--- config.mk ---
export PLATFORM = sky130hd
export DESIGN_NAME = two_mode_timer_counter
export DESIGN_NICKNAME = d
export VERILOG_FILES = /design/src/rtl/timer_pkg.sv /design/src/rtl/tick_prescaler.sv /design/src/rtl/two_mode_timer_counter.sv
export SDC_FILE = /design/constraint.sdc
export NUM_CORES = 1
export LEC_CHECK = 0
export CAP_MARGIN = 20
export CORE_AREA = 2 2 95 97
export DETAILED_ROUTE_END_ITERATION = 10
export DIE_AREA = 0 0 97 99
export PLACE_DENSITY = 0.52
export SYNTH_ARGS = -nofsm -noshare
export SYNTH_HDL_FRONTEND = slang
export SYNTH_SLANG_ARGS = --single-unit
--- constraint.sdc ---
create_clock -name Clock -period 2.6 [get_ports Clock]
set_clock_uncertainty 0.2 [all_clocks]
set_input_delay 0.52 -clock Clock [delete_from_list [all_inputs] [get_ports Clock]]
set_output_delay 0.52 -clock Clock [all_outputs]
set_load 0.005 [all_outputs]
--- src/rtl/timer_pkg.sv ---
// Shared definitions for the two-mode timer: state encoding, mode values,
// counting limits and TimeControl bit positions.
package timer_pkg;

  typedef enum logic [1:0] {
    ST_IDLE,
    ST_RUN,
    ST_PAUSE,
    ST_DONE
  } state_e;

  localparam logic MODE_A = 1'b0;
  localparam logic MODE_B = 1'b1;

  localparam logic [7:0] A_MAX      = 8'd99;
  localparam logic [7:0] B_SEC_MAX  = 8'd59;
  localparam logic [7:0] B_MIN_INIT = 8'd1;
  localparam logic [7:0] B_MIN_LAST = 8'd3;
  localparam logic [6:0] B_SUB_MAX  = 7'd99;

  localparam int unsigned TCTL_CLEAR = 2;
  localparam int unsigned TCTL_RUN   = 1;
  localparam int unsigned TCTL_LAP   = 0;

  function automatic logic [7:0] init_msb(input logic mode);
    return (mode == MODE_B) ? B_MIN_INIT : 8'd0;
  endfunction

endpackage

--- src/rtl/tick_prescaler.sv ---
// Divides the system clock down to a one-cycle tick every CLK_HZ/TICK_HZ
// enabled cycles; holds its phase while disabled, zeroed by clear.
module tick_prescaler #(
  parameter int unsigned CLK_HZ  = 50_000_000,
  parameter int unsigned TICK_HZ = 100
) (
  input  logic clk,
  input  logic rst,
  input  logic enable,
  input  logic clear,
  output logic tick
);

  localparam int unsigned DIV = CLK_HZ / TICK_HZ;
  localparam int unsigned W   = (DIV > 1) ? $clog2(DIV) : 1;
  localparam logic [W-1:0] TERM = W'(DIV - 1);

  logic [W-1:0] cnt_q, cnt_d;

  assign tick = enable && (cnt_q == TERM);

  always_comb begin
    cnt_d = cnt_q;
    if (clear)       cnt_d = '0;
    else if (tick)   cnt_d = '0;
    else if (enable) cnt_d = cnt_q + 1'b1;
  end

  always_ff @(posedge clk or posedge rst) begin
    if (rst) cnt_q <= '0;
    else     cnt_q <= cnt_d;
  end

endmodule

--- src/rtl/two_mode_timer_counter.sv ---
// Time base plus stopwatch (mode A) and 3-minute elapsed-seconds count (mode B).
// Optional lap display hold is enabled with `define TIMER_LAP_EN.
module two_mode_timer_counter
  import timer_pkg::*;
#(
  parameter int unsigned CLK_HZ  = 50_000_000,
  parameter int unsigned TICK_HZ = 100
) (
  input  logic       Clock,
  input  logic       Reset,
  input  logic       ModeSel,
  input  logic [2:0] TimeControl,
  output logic [7:0] MSBBinary,
  output logic [7:0] LSBBinary,
  output logic       Running,
  output logic       Done
);

  state_e     state_q, state_d;
  logic       mode_q;
  logic [7:0] msb_q, msb_d, lsb_q, lsb_d;
  logic [6:0] sub_q, sub_d;
  logic       running_q, done_q;
  logic       tick, clr, run, mode_chg;

  assign clr      = TimeControl[TCTL_CLEAR];
  assign run      = TimeControl[TCTL_RUN];
  assign mode_chg = (ModeSel != mode_q);

  tick_prescaler #(
    .CLK_HZ (CLK_HZ),
    .TICK_HZ(TICK_HZ)
  ) u_prescaler (
    .clk   (Clock),
    .rst   (Reset),
    .enable(state_q == ST_RUN),
    .clear (state_q == ST_IDLE || state_q == ST_DONE),
    .tick  (tick)
  );

  // Ticks are consumed on any RUN edge, including the one that drops into PAUSE,
  // so the count and the prescaler phase stay in step.
  always_comb begin
    state_d = state_q;
    msb_d   = msb_q;
    lsb_d   = lsb_q;
    sub_d   = sub_q;
    if (clr || mode_chg) begin
      state_d = ST_IDLE;
      msb_d   = init_msb(ModeSel);
      lsb_d   = '0;
      sub_d   = '0;
    end else begin
      case (state_q)
        ST_IDLE: begin
          msb_d = init_msb(ModeSel);
          lsb_d = '0;
          sub_d = '0;
          if (run) state_d = ST_RUN;
        end
        ST_RUN: begin
          if (!run) state_d = ST_PAUSE;
          if (tick) begin
            if (mode_q == MODE_A) begin
              if (lsb_q != A_MAX) begin
                lsb_d = lsb_q + 8'd1;
              end else if (msb_q != A_MAX) begin
                lsb_d = '0;
                msb_d = msb_q + 8'd1;
              end else begin
                state_d = ST_DONE;
              end
            end else if (sub_q != B_SUB_MAX) begin
              sub_d = sub_q + 7'd1;
            end else begin
              sub_d = '0;
              if (lsb_q == B_SEC_MAX) begin
                lsb_d = '0;
                msb_d = msb_q + 8'd1;
              end else begin
                lsb_d = lsb_q + 8'd1;
              end
              if (msb_d == B_MIN_LAST && lsb_d == B_SEC_MAX) state_d = ST_DONE;
            end
          end
        end
        ST_PAUSE: if (run) state_d = ST_RUN;
        default: ;
      endcase
    end
  end

  always_ff @(posedge Clock or posedge Reset) begin
    if (Reset) begin
      state_q   <= ST_IDLE;
      mode_q    <= MODE_A;
      msb_q     <= '0;
      lsb_q     <= '0;
      sub_q     <= '0;
      running_q <= 1'b0;
      done_q    <= 1'b0;
    end else begin
      state_q   <= state_d;
      mode_q    <= ModeSel;
      msb_q     <= msb_d;
      lsb_q     <= lsb_d;
      sub_q     <= sub_d;
      running_q <= (state_d == ST_RUN);
      done_q    <= (state_d == ST_DONE);
    end
  end

  assign Running = running_q;
  assign Done    = done_q;

`ifdef TIMER_LAP_EN
  logic       lap_q, lap_d, lap_prev_q;
  logic [7:0] lat_msb_q, lat_msb_d, lat_lsb_q, lat_lsb_d;

  always_comb begin
    lap_d     = lap_q;
    lat_msb_d = lat_msb_q;
    lat_lsb_d = lat_lsb_q;
    if (clr || mode_chg || state_d == ST_DONE) begin
      lap_d = 1'b0;
    end else if (state_q == ST_RUN && TimeControl[TCTL_LAP] && !lap_prev_q) begin
      lap_d = !lap_q;
      if (!lap_q) begin
        lat_msb_d = msb_q;
        lat_lsb_d = lsb_q;
      end
    end
  end

  always_ff @(posedge Clock or posedge Reset) begin
    if (Reset) begin
      lap_q      <= 1'b0;
      lap_prev_q <= 1'b0;
      lat_msb_q  <= '0;
      lat_lsb_q  <= '0;
    end else begin
      lap_q      <= lap_d;
      lap_prev_q <= TimeControl[TCTL_LAP];
      lat_msb_q  <= lat_msb_d;
      lat_lsb_q  <= lat_lsb_d;
    end
  end

  assign MSBBinary = lap_q ? lat_msb_q : msb_q;
  assign LSBBinary = lap_q ? lat_lsb_q : lsb_q;
`else
  logic unused_lap;
  assign unused_lap = TimeControl[TCTL_LAP];

  assign MSBBinary = msb_q;
  assign LSBBinary = lsb_q;
`endif

endmodule
# --- After elaboration in Yosys (flattened, before gate mapping) ---
# Cells that the tools add are included.
word_totals:
  ff_bits: 47
  latchBits: 0
  ram_bits: 0
  mem_bits_ro: 0
  in_bits: 6
  out_inout_bits: 18
  elab_cells: 87
  mem_count: 0
op_classes:
  addsub: 4
  mul: 0
  div_mod_pow: 0
  magnitude_cmp: 0
  eq_ne: 19
  n_shift: 0
  n_mux: 45
  n_bitwise: 0
  n_reduce_logical: 11
ops:
  columns: ["operator", "n"]
  rows:
  - ["2-to-1 mux 8 bit", 24]
  - ["2-to-1 mux 19 bit", 3]
  - ["case mux 8 bit (2 select lines)", 2]
  - ["2-to-1 mux 7 bit", 4]
  - ["adder 19 x 1 -> 19 bit (second input constant)", 1]
  - ["== test 19 bit (second input constant)", 1]
  - ["2-to-1 mux 2 bit", 9]
  - ["adder 8 x 1 -> 8 bit (second input constant)", 2]
  - ["== test 8 x 6 -> 1 bit (second input constant)", 2]
  - ["!= test 8 x 7 -> 1 bit (second input constant)", 2]
  - ["case mux 7 bit (2 select lines)", 1]
  - ["!= test 4 bit (second input constant)", 3]
  - ["== test 8 x 2 -> 1 bit (second input constant)", 1]
  - ["adder 7 x 1 -> 7 bit (second input constant)", 1]
  - ["!= test 7 bit (second input constant)", 1]
  - ["== test 2 bit (second input constant)", 3]
  - ["!= test 3 bit (second input constant)", 2]
  - ["nonzero test 3 bit", 2]
  - ["!= test 5 bit (second input constant)", 1]
  - ["AND reduction 5 bit", 1]
  - ["== test 2 x 1 -> 1 bit (second input constant)", 2]
  - ["case mux 2 bit (2 select lines)", 1]
  - ["AND reduction 4 bit", 1]
  - ["AND reduction 3 bit", 1]
  - ["6 further kinds", 8]

# --- Logic depth before layout (Yosys ltp) ---
# Gate-level depths: netlist of run 1.
logic_depth:
  word_depth: 16
  depth_mapped: 9
  mapped_depth_nobuf: 8

# --- Hierarchy ---
# From an unflattened synthesis of run 1, not the netlist that was laid out.
unflattened:
  cells_unflattened: 361
  area_unflattened_um2: 3148.0
by_module_without_submodules:
  columns: ["mod", "n_inst", "cells_per_inst", "area_each_um2", "seq_area_each_um2"]
  rows:
  - ["two_mode_timer_counter", 1, 242, 2077.0, 700.7]
  - ["tick_prescaler", 1, 119, 1071.0, 475.5]

# --- Worst setup path before layout of run 1 ---
# No wires, ideal clock.
synth_path:
  path_kind: "register -> register"
  from: "register lsb_q[0], in the netlist LSBBinary[0]"
  to: "register lsb_q[5], in the netlist LSBBinary[5]"
  setup_time_ns: 0.103
  t_arrival_ns: 2.153
  required_time_ns: 2.297
  setup_slack_ns: 0.143
  stages_incl_launch_ff: 9
  n_path_buf: 1
  synth_period_minus_slack_ns: 2.457
  path_cell_list: "dfrtp_1 ha_1 clkbuf_1 nand4bb_1 and4bb_2 nor3_2 o22ai_1 or2_1 o41ai_2"
synth_via:
  elab_chain_cells: 12
  word_cells_on_any_way: 17
  cone_classes: "add/sub (1); eq/ne (3); mux (12); reduce/logical (1)"
synth_lines:
  columns: ["item", "line_no", "text"]
  rows:
  - ["start, declared", "two_mode_timer_counter.sv:21", "logic [7:0] msb_q, msb_d, lsb_q, lsb_d;"]
  - ["start signal, assigned", "two_mode_timer_counter.sv:106", "lsb_q <= lsb_d;"]
  - ["adder 8 x 1 -> 8 bit or == test 8 x 6 -> 1 bit (tied branches)", "two_mode_timer_counter.sv:66, two_mode_timer_counter.sv:81, two_mode_timer_counter.sv:77", null]
  - ["2-to-1 mux 8 bit", "two_mode_timer_counter.sv:77", "if (lsb_q == B_SEC_MAX) begin"]
  - ["2-to-1 mux 8 bit", "two_mode_timer_counter.sv:73", "end else if (sub_q != B_SUB_MAX) begin"]
  - ["2-to-1 mux 8 bit", "two_mode_timer_counter.sv:64", "if (mode_q == MODE_A) begin"]
  - ["2-to-1 mux 8 bit", "two_mode_timer_counter.sv:63", "if (tick) begin"]
  - ["2-to-1 mux 8 bit", "two_mode_timer_counter.sv:54", "case (state_q)"]
  - ["2-to-1 mux 8 bit", "two_mode_timer_counter.sv:48", "if (clr || mode_chg) begin"]
  - ["2-to-1 mux 8 bit", "two_mode_timer_counter.sv:73", null]
  - ["2-to-1 mux 8 bit", "two_mode_timer_counter.sv:64", null]
  - ["2-to-1 mux 8 bit", "two_mode_timer_counter.sv:63", null]
  - ["case mux 8 bit (2 select lines)", "two_mode_timer_counter.sv:54", null]
  - ["2-to-1 mux 8 bit", "two_mode_timer_counter.sv:48", null]
# Several ways; a longest one is shown, not always the timed one. The select of a mux whose other input is x is not followed.
# A chain may end at the register's enable or synchronous reset.

# --- Final worst setup path of run 1 ---
layout_path:
  from: "register u_prescaler.cnt_q[10]"
  to: "register msb_q[4], in the netlist MSBBinary[4]"
layout_via:
  elab_chain_cells: 4
layout_lines:
  columns: ["item", "line_no", "text"]
  rows:
  - ["start, declared", "tick_prescaler.sv:18", "logic [W-1:0] cnt_q, cnt_d;"]
  - ["start signal, assigned", "tick_prescaler.sv:31", "else cnt_q <= cnt_d;"]
  - ["== test 19 bit", "tick_prescaler.sv:20", "assign tick = enable && (cnt_q == TERM);"]
  - ["logical AND 1 bit", "tick_prescaler.sv:20", null]
  - ["!= test 3 bit (no line)", null, null]
  - ["AND reduction 5 bit (no line)", null, null]
  - ["end signal, assigned", "two_mode_timer_counter.sv:105", "msb_q <= msb_d;"]
  - ["end, declared", "two_mode_timer_counter.sv:21", null]
# No other way between the ends.

==> reports/metrics.cfg, run 1 <==
[worst_setup_path]
r2r_slack_ns = 0.09
r2r-start = u_prescaler.cnt_q[10]$_DFFE_PP0P_
required_time_at_the_worst_slack_endpoint_ns = 2.61
worstSetupPathDepth = 6
crit_path_end = MSBBinary[4]$_DFFE_PP0P_
critical_path.max_fanout = 5
worstSetupStartpoint = u_prescaler.cnt_q[10]$_DFFE_PP0P_
worst_path_most_repeated_cell = sky130_fd_sc_hd__or3_4
critical-path-top-delay-family = simple AND/OR/NAND/NOR gates
critical_path_capture_point_type = flip-flop
worstPathArrival_ns = 2.52
ordered_list_of_cells_on_the_worst_path = or4_4 -> or3_4 -> nor2_8 -> o22ai_2 -> or3_4 -> o31ai_1
critical_path_type = reg -> reg
cpPeakStageDelay_ns = 0.53
crit_buf_inv = 0
timing.critical_path.from_type = flip-flop
worst-r2r-cell-count = 6
regToRegEndpoint = MSBBinary[4]$_DFFE_PP0P_
standard_cell_with_the_maximum_stage_delay_on_the_critical_path = sky130_fd_sc_hd__or4_4

[logic_synthesis]
seq_area_frac_synth_pct = 39.9
edff_count_synth = 0
synth_seq_cells = 47
synthesized_instance_count = 335
yosysUniqueCellTypes = 61
synthesis.area_um2 = 2950
yosys_most_used_dff = sky130_fd_sc_hd__dfrtp_1
synth.yosys.warnings = 0
postSynthNetCount = 350
asyncSetResetFlopFracSynth_pct = 100
synth.avg_cell_area_um2 = 8.80

[place]
placedCellCount = 492
io_buffer_count = 22
gp_congestion = 0.845
hpwl_mm = 5.51

[global_routing]
first_pass_grt_wire_length_mm = 12.8
antenna_violations_before_repair = 0
overflow = 0
groute.usage.overall_pct = 16.3
grt_max_degree = 31
number_of_global_route_vias_before_repair = 2707

[cts]
tritoncts_clock_tree = done
clock_path_buffers = 2
htreeDepth = 2
post_cts_sizing = 0
cts_hold_buffers = 0
clk_latency_ns = 0.30
clk_root_buffer_cell = sky130_fd_sc_hd__clkbuf_8
numCtsBuffers = 5
worst_setup_hold_path_clk_slew_ns = 0.09
postCtsSetupBuffers = 0
numClockSinks = 47

[timing]
report.final.setup_viol = 0
tightestPinTransition_ns = 0.441
max_slew_margin_pct = 70.3
timing.final.crit_share_pct = 96.5
rsz0062_at_grt = yes
report.final.slew_viol_count = 0
hold_violations = 0
layout_min_cycle_time_ns = 2.51
achievable-frequency_mhz = 399

[floorplanning]
placeableCoreArea_um2 = 8550
io-pin-count = 24
fp.dieArea_um2 = 9600
die_height_um = 99
dieWidth_um = 97
floorplan.initialDensity_pct = 34.5
core.rowCount = 34

[outcome]
outcome = finished clean

[detailed_routing]
remaining_drc_errors = 0
avg_vias_per_cell = 5.33
drt_pass1_iterations = 4
postRouteWirelength_mm = 7.34
dr_total_vias = 2664
wire_length_per_cell_um = 14.7
final_antenna_net_count = 0
drt_iter0_drc = 105

[power_and_ir_drop]
ir_worst_vdd_mv = 0.166
power_mw = 1.31
cellPowerDensity_nw_per_um2 = 355
power_leakage_nw = 1.54

[worst_hold_path]
timing.hold.worst.class = reg -> reg

[finish]
layout.cells.non_filler = 500
antenna-diode-count = 0
fillerInstances = 887
finish.net_count = 406
layout-area-overhead-vs-synth_pct = 24.7
multi_input_area_um2 = 1710
post_route_cells_drive_above_1_share_pct = 19.4
layout.area.seq_um2 = 1180

[job]
cap_viol_max_count = 0

-- report_power, final --
part,total (mW),switching (mW),internal (mW)
combinational,0.109,0.0618,0.0475
clock,0.455,0.266,0.189
sequential,0.741,0.00531,0.736
total,1.31,0.333,0.972
-- Yosys cell counts (2+ instances only) --
master / number / area (um2)
sky130_fd_sc_hd__dfrtp_1: 47 / 1180
sky130_fd_sc_hd__o21ai_0: 47 / 235
sky130_fd_sc_hd__nand2_1: 27 / 101
sky130_fd_sc_hd__nor2_1: 27 / 101
sky130_fd_sc_hd__nand3_1: 19 / 95.1
sky130_fd_sc_hd__o31ai_1: 17 / 128
sky130_fd_sc_hd__inv_1: 13 / 48.8
sky130_fd_sc_hd__a21oi_1: 11 / 55.1
sky130_fd_sc_hd__ha_1: 9 / 113
sky130_fd_sc_hd__and3_1: 8 / 50.1
sky130_fd_sc_hd__clkbuf_1: 7 / 26.3
sky130_fd_sc_hd__nand4_1: 7 / 43.8
sky130_fd_sc_hd__a31oi_1: 6 / 37.5
sky130_fd_sc_hd__xnor2_1: 6 / 52.6
sky130_fd_sc_hd__and2_1: 5 / 31.3
sky130_fd_sc_hd__nand2b_1: 5 / 31.3
sky130_fd_sc_hd__nor2b_1: 5 / 31.3
sky130_fd_sc_hd__nor3_1: 4 / 20.0
sky130_fd_sc_hd__or2_2: 4 / 25.0
sky130_fd_sc_hd__nand4b_1: 3 / 26.3
sky130_fd_sc_hd__nor4bb_1: 3 / 30.0
sky130_fd_sc_hd__or2_1: 3 / 18.8
sky130_fd_sc_hd__or4_1: 3 / 22.5
sky130_fd_sc_hd__xor2_1: 3 / 26.3
sky130_fd_sc_hd__a211oi_1: 2 / 15.0
sky130_fd_sc_hd__and3_2: 2 / 15.0
sky130_fd_sc_hd__and4bb_2: 2 / 25.0
sky130_fd_sc_hd__buf_2: 2 / 10.0
sky130_fd_sc_hd__nand4bb_1: 2 / 22.5
sky130_fd_sc_hd__nor4_1: 2 / 12.5
sky130_fd_sc_hd__o41ai_1: 2 / 17.5
sky130_fd_sc_hd__or3_1: 2 / 12.5
sky130_fd_sc_hd__or3_4: 2 / 22.5
-- stage by stage --
| step | hold slack (ns) | util [%] | setup TNS (ns) | cell area [um2] | setup slack (ns) |
|---|---|---|---|---|---|
| after global placement | 0.266 | 41.6 | -0.206 | 3550 | -0.0502 |
| after floorplan | 0.244 | - | 0 | 2950 | 0.143 |
| final | 0.284 | 43.0 | 0 | 3680 | 0.0907 |
| after CTS | 0.285 | 42.6 | 0 | 3640 | 0.0286 |
| after detailed placement | 0.272 | 41.6 | -0.403 | 3550 | -0.0790 |
| after global routing | 0.304 | 43.0 | -0.00435 | 3680 | -0.00435 |
-- sequential cells by signal, indices dropped and copies added, names as in the netlist --
name               count
Done                   1
LSBBinary              8
MSBBinary              8
Running                1
mode_q                 1
state_q                2
sub_q                  7
u_prescaler.cnt_q     19
-- final cells by class --
cell class,instances,share of cell area [%]
multi-input cells,264,46.6
flip-flops and latches,47,32.0
repair buffers,60,14.1
well taps,108,3.67
clock buffers,6,1.97
inverters,13,1.33
clock inverters,2,0.340
-- routing by layer --
metal / vias to the layer above / track usage, % / part of all wire, %
li1: 1345 / - / -
met1: 1262 / 20.8 / 48
met2: 44 / 27.7 / 48
met3: 13 / 2.84 / 2.6
met4: 0 / 5.85 / 2.0
met5: - / 0 / 0
-- worst min path at each step --
stage               cells past startpoint                                 to  slack [ns]                         startpoint
floorplan                               1  u_prescaler.cnt_q[17]$_DFFE_PP0P_        0.24  u_prescaler.cnt_q[17]$_DFFE_PP0P_
global placement                        1               sub_q[6]$_DFFE_PP0P_        0.27               sub_q[6]$_DFFE_PP0P_
detailed placement                      1               sub_q[6]$_DFFE_PP0P_        0.27               sub_q[6]$_DFFE_PP0P_
CTS                                     1               sub_q[6]$_DFFE_PP0P_        0.28               sub_q[6]$_DFFE_PP0P_
global route                            1  u_prescaler.cnt_q[17]$_DFFE_PP0P_        0.30  u_prescaler.cnt_q[17]$_DFFE_PP0P_
finish                                  1               sub_q[6]$_DFFE_PP0P_        0.28               sub_q[6]$_DFFE_PP0P_
-- worst reg2reg max path, cell delays in order, from the launching register on --
cell	delay, ns
sky130_fd_sc_hd__dfrtp_1	0.41
sky130_fd_sc_hd__or4_4	0.53
sky130_fd_sc_hd__or3_4	0.40
sky130_fd_sc_hd__nor2_8	0.12
sky130_fd_sc_hd__o22ai_2	0.09
sky130_fd_sc_hd__or3_4	0.42
sky130_fd_sc_hd__o31ai_1	0.25
-- cell families (layout without fill, tap and decap cells) --
group | Yosys count | after routing | share of synthesized area (%)
DFF | 47 | 47 | 39.9
muxes | 1 | 1 | 0.339
adders and majority gates | 10 | 10 | 4.16
buffers and inverters | 24 | 81 | 3.31
and+or+nand+nor | 146 | 146 | 28.8
xor gates and xnor gates | 9 | 9 | 2.67
AOI/OAI and AO/OA | 98 | 98 | 20.8
-- placed cells by master (no fill, tap or decap), drive strengths merged, types with 2 or more instances in the layout --
cell	netlist	final
nand2b	5	5
nand4	7	7
nor4	2	2
or3	4	4
and3	10	10
clkbuf	8	6
nor3	5	5
xnor2	6	6
or2	7	7
nand3	19	19
or4b	2	2
dfrtp	47	47
nor4bb	3	3
xor2	3	3
and2	6	6
o31a	2	2
o41ai	3	3
o21ai	48	48
nand2	27	27
ha	9	9
buf	3	38
nor2	28	28
nor2b	5	5
inv	13	13
a211oi	2	2
a31oi	6	6
clkdlybuf4s50	0	22
o31ai	17	17
nand4bb	2	2
and4bb	2	2
nand4b	3	3
or4	3	3
a21oi	11	11
o22ai	2	2
No activity file was read; power rests on OpenSTA's default activity.
==> run 2, diff against run 1 <==
Settings changed: DONT_BUFFER_PORTS set to 1, PLACE_DENSITY 0.52 to 0.48.
==> run 2 against run 1 <==
  * Worst hold slack got worse by 0.25 ns
  * Sequential power about the same
  * Worst setup slack improved by 0.0078 ns
  * Sequential share of layout area increased by 1.1 points
  * Combinational power decreased by 7%
  * Fmax increased by 0.31%
  * Clock-buffer cell count decreased by 1
  * Total power decreased by 0.59%
  * Non-clock buffer count decreased by 12
  * Clock power about the same
  * Die area unchanged
  * Via count decreased by 2.3%
  * Largest cell class unchanged
  * Largest power group unchanged
==> reports/metrics.cfg, run 2 (synthesis results as in run 1) <==
[outcome]
outcome = finished clean

[worst_setup_path]
standard_cell_with_the_maximum_stage_delay_on_the_critical_path = sky130_fd_sc_hd__or4_4
cpPeakStageDelay_ns = 0.55
critical-path-top-delay-family = simple AND/OR/NAND/NOR gates
worstPathArrival_ns = 2.51
crit_buf_inv = 0
critical_path.max_fanout = 5
timing.critical_path.from_type = flip-flop
critical_path_capture_point_type = flip-flop
r2r_slack_ns = 0.1
critical_path_type = reg -> reg
required_time_at_the_worst_slack_endpoint_ns = 2.61
worst_path_most_repeated_cell = sky130_fd_sc_hd__or3_4
ordered_list_of_cells_on_the_worst_path = or4_4 -> or3_4 -> nor2_8 -> o22ai_2 -> or3_4 -> o31ai_1

[cts]
clk_latency_ns = 0.31
numClockSinks = 47
numCtsBuffers = 5
clk_root_buffer_cell = sky130_fd_sc_hd__clkbuf_8
tritoncts_clock_tree = done
htreeDepth = 2
clock_path_buffers = 2
worst_setup_hold_path_clk_slew_ns = 0.09

[floorplanning]
io-pin-count = 24
die_height_um = 99
core.rowCount = 34
dieWidth_um = 97
floorplan.initialDensity_pct = 34.5
placeableCoreArea_um2 = 8550
fp.dieArea_um2 = 9600

[detailed_routing]
remaining_drc_errors = 0
final_antenna_net_count = 0
avg_vias_per_cell = 5.34
drt_pass1_iterations = 4
drt_iter0_drc = 57
wire_length_per_cell_um = 15.2
postRouteWirelength_mm = 7.43
dr_total_vias = 2604

[power_and_ir_drop]
power.share.switching_pct = 25.8
power_leakage_nw = 1.53
power_report.internal_total_mw = 0.963
sequential_power_share_pct = 57.1
cellPowerDensity_nw_per_um2 = 365
p_clk_share_pct = 35.1
ir_worst_vdd_mv = 0.174
pwr-share-comb_pct = 7.8
power.switching_mw = 0.334

[finish]
multi_input_area_um2 = 1730
layout-area-overhead-vs-synth_pct = 20.6
max_flop_register = u_prescaler.cnt_q
layout.area.seq_um2 = 1180
layout.cells.non_filler = 488
antenna-diode-count = 0
finish.net_count = 394
fillerInstances = 876
mostFrequentLayoutCells = 47 x sky130_fd_sc_hd__dfrtp_1, 46 x sky130_fd_sc_hd__buf_4, 41 x sky130_fd_sc_hd__o21ai_0, 27 x sky130_fd_sc_hd__nor2_1, 26 x sky130_fd_sc_hd__nand2_1
most_common_cell_after_layout_fill_and_taps_aside = sky130_fd_sc_hd__dfrtp_1
post_route_cells_drive_above_1_share_pct = 23.2
largest_register_ff_count = 19

[global_routing]
overflow = 0
number_of_global_route_vias_before_repair = 2597
first_pass_grt_wire_length_mm = 12.7
groute.usage.overall_pct = 16.2
grt_max_degree = 28
antenna_violations_before_repair = 0

[timing]
layout_min_cycle_time_ns = 2.50
rsz0062_at_grt = no
final_critical_path_setup_slack_ns = 0.0985
achievable-frequency_mhz = 400
timing.final.crit_share_pct = 96.2
report.final.setup_viol = 0
report.final.slew_viol_count = 0
hold_violations = 0
tightestPinTransition_ns = 0.520
max_slew_margin_pct = 65.0

[place]
dp_worst_setup_slack_ns = -0.00136
gp_congestion = 0.822
io_buffer_count = 0
hpwl_mm = 5.55
placedCellCount = 477

[worst_hold_path]
timing.hold.worst.class = in -> reg

[job]
cap_viol_max_count = 0

## run 2: cell types whose count changed in the layout (fill, tap and decap cells not counted), moves of 2 or more
cell	delta
sky130_fd_sc_hd__o31ai_1	+2
sky130_fd_sc_hd__o31ai_2	-2
sky130_fd_sc_hd__o21ai_0	-5
sky130_fd_sc_hd__o21ai_1	+4
sky130_fd_sc_hd__buf_4	+9
sky130_fd_sc_hd__clkdlybuf4s50_1	-22
## run 2: final timing paths
path | start | endpoint | cells after the start
hold / removal | ModeSel | mode_q$_DFF_PP0_ | 0
setup / recovery | u_prescaler.cnt_q[5]$_DFFE_PP0P_ | MSBBinary[3]$_DFFE_PP0P_ | 6
hold reg to reg | sub_q[6]$_DFFE_PP0P_ | sub_q[6]$_DFFE_PP0P_ | 1
max in group asynchronous | Reset | MSBBinary[1]$_DFFE_PP0P_ | 3
min in group asynchronous | Reset | u_prescaler.cnt_q[1]$_DFFE_PP0P_ | 2
setup reg to reg | u_prescaler.cnt_q[5]$_DFFE_PP0P_ | MSBBinary[3]$_DFFE_PP0P_ | 6
## run 2: power by group through the flow
stage               registers, mW  clock network (mW)  logic [mW]
finish                      0.741               0.455       0.101
global placement            0.755                   0      0.0999
global route                0.742               0.498       0.116
detailed placement          0.756                   0       0.100
floorplan                   0.756                   0      0.0580
CTS                         0.741               0.474       0.102
## run 2: what timing repair did
item	in CTS	in global routing
endpoints found under the hold margin	20	0
hold buffers	1	0
pin swaps	2	4
setup buffers	0	3
resized for setup	4	13
endpoints found under the setup margin	1	13
## run 2: stage by stage
stage	TNS (ns)	hold slack (ns)	power (mW)	utilization, %	instance area, um2
after global placement	-0.0158	0.266	0.855	39.6	3390
final	0	0.0363	1.30	41.6	3560
after global routing	0	0.0139	1.36	41.6	3560
after CTS	-0.00412	0.0266	1.32	40.9	3490
after floorplan	0	0.244	0.814	-	2950
after detailed placement	-0.00136	0.256	0.856	39.6	3390
## run 2: per-layer routing
layer	GRT usage (%)	vias to the layer above	part of all wire, %
li1	-	1318	-
met1	21.0	1233	49
met2	27.3	45	47
met3	3.05	8	3.3
met4	5.09	0	1.5
met5	0	-	0
## run 2: area by class of cell
class                      count  share of cell area [%]
sequential                    47                    33.1
clock buffer                   5                    1.94
timing repair buffer          48                    10.6
multi-input combinational    264                    48.7
clock inverter                 3                   0.563
inverter                      13                    1.37
tap                          108                    3.80
## run 2: worst register-to-register path: cells and delay by family, from the launching register on
kind	cells	cell delay, ns
AOI/OAI and AO/OA	2	0.34
DFF	1	0.39
and+or+nand+nor	4	1.49
==> run 3, diff against run 2 <==
Settings changed: CTS_CLUSTER_DIAMETER set to 50.
==> results of run 3 <==
Same layout as run 2: the final DEF is identical, and so are final timing and power.
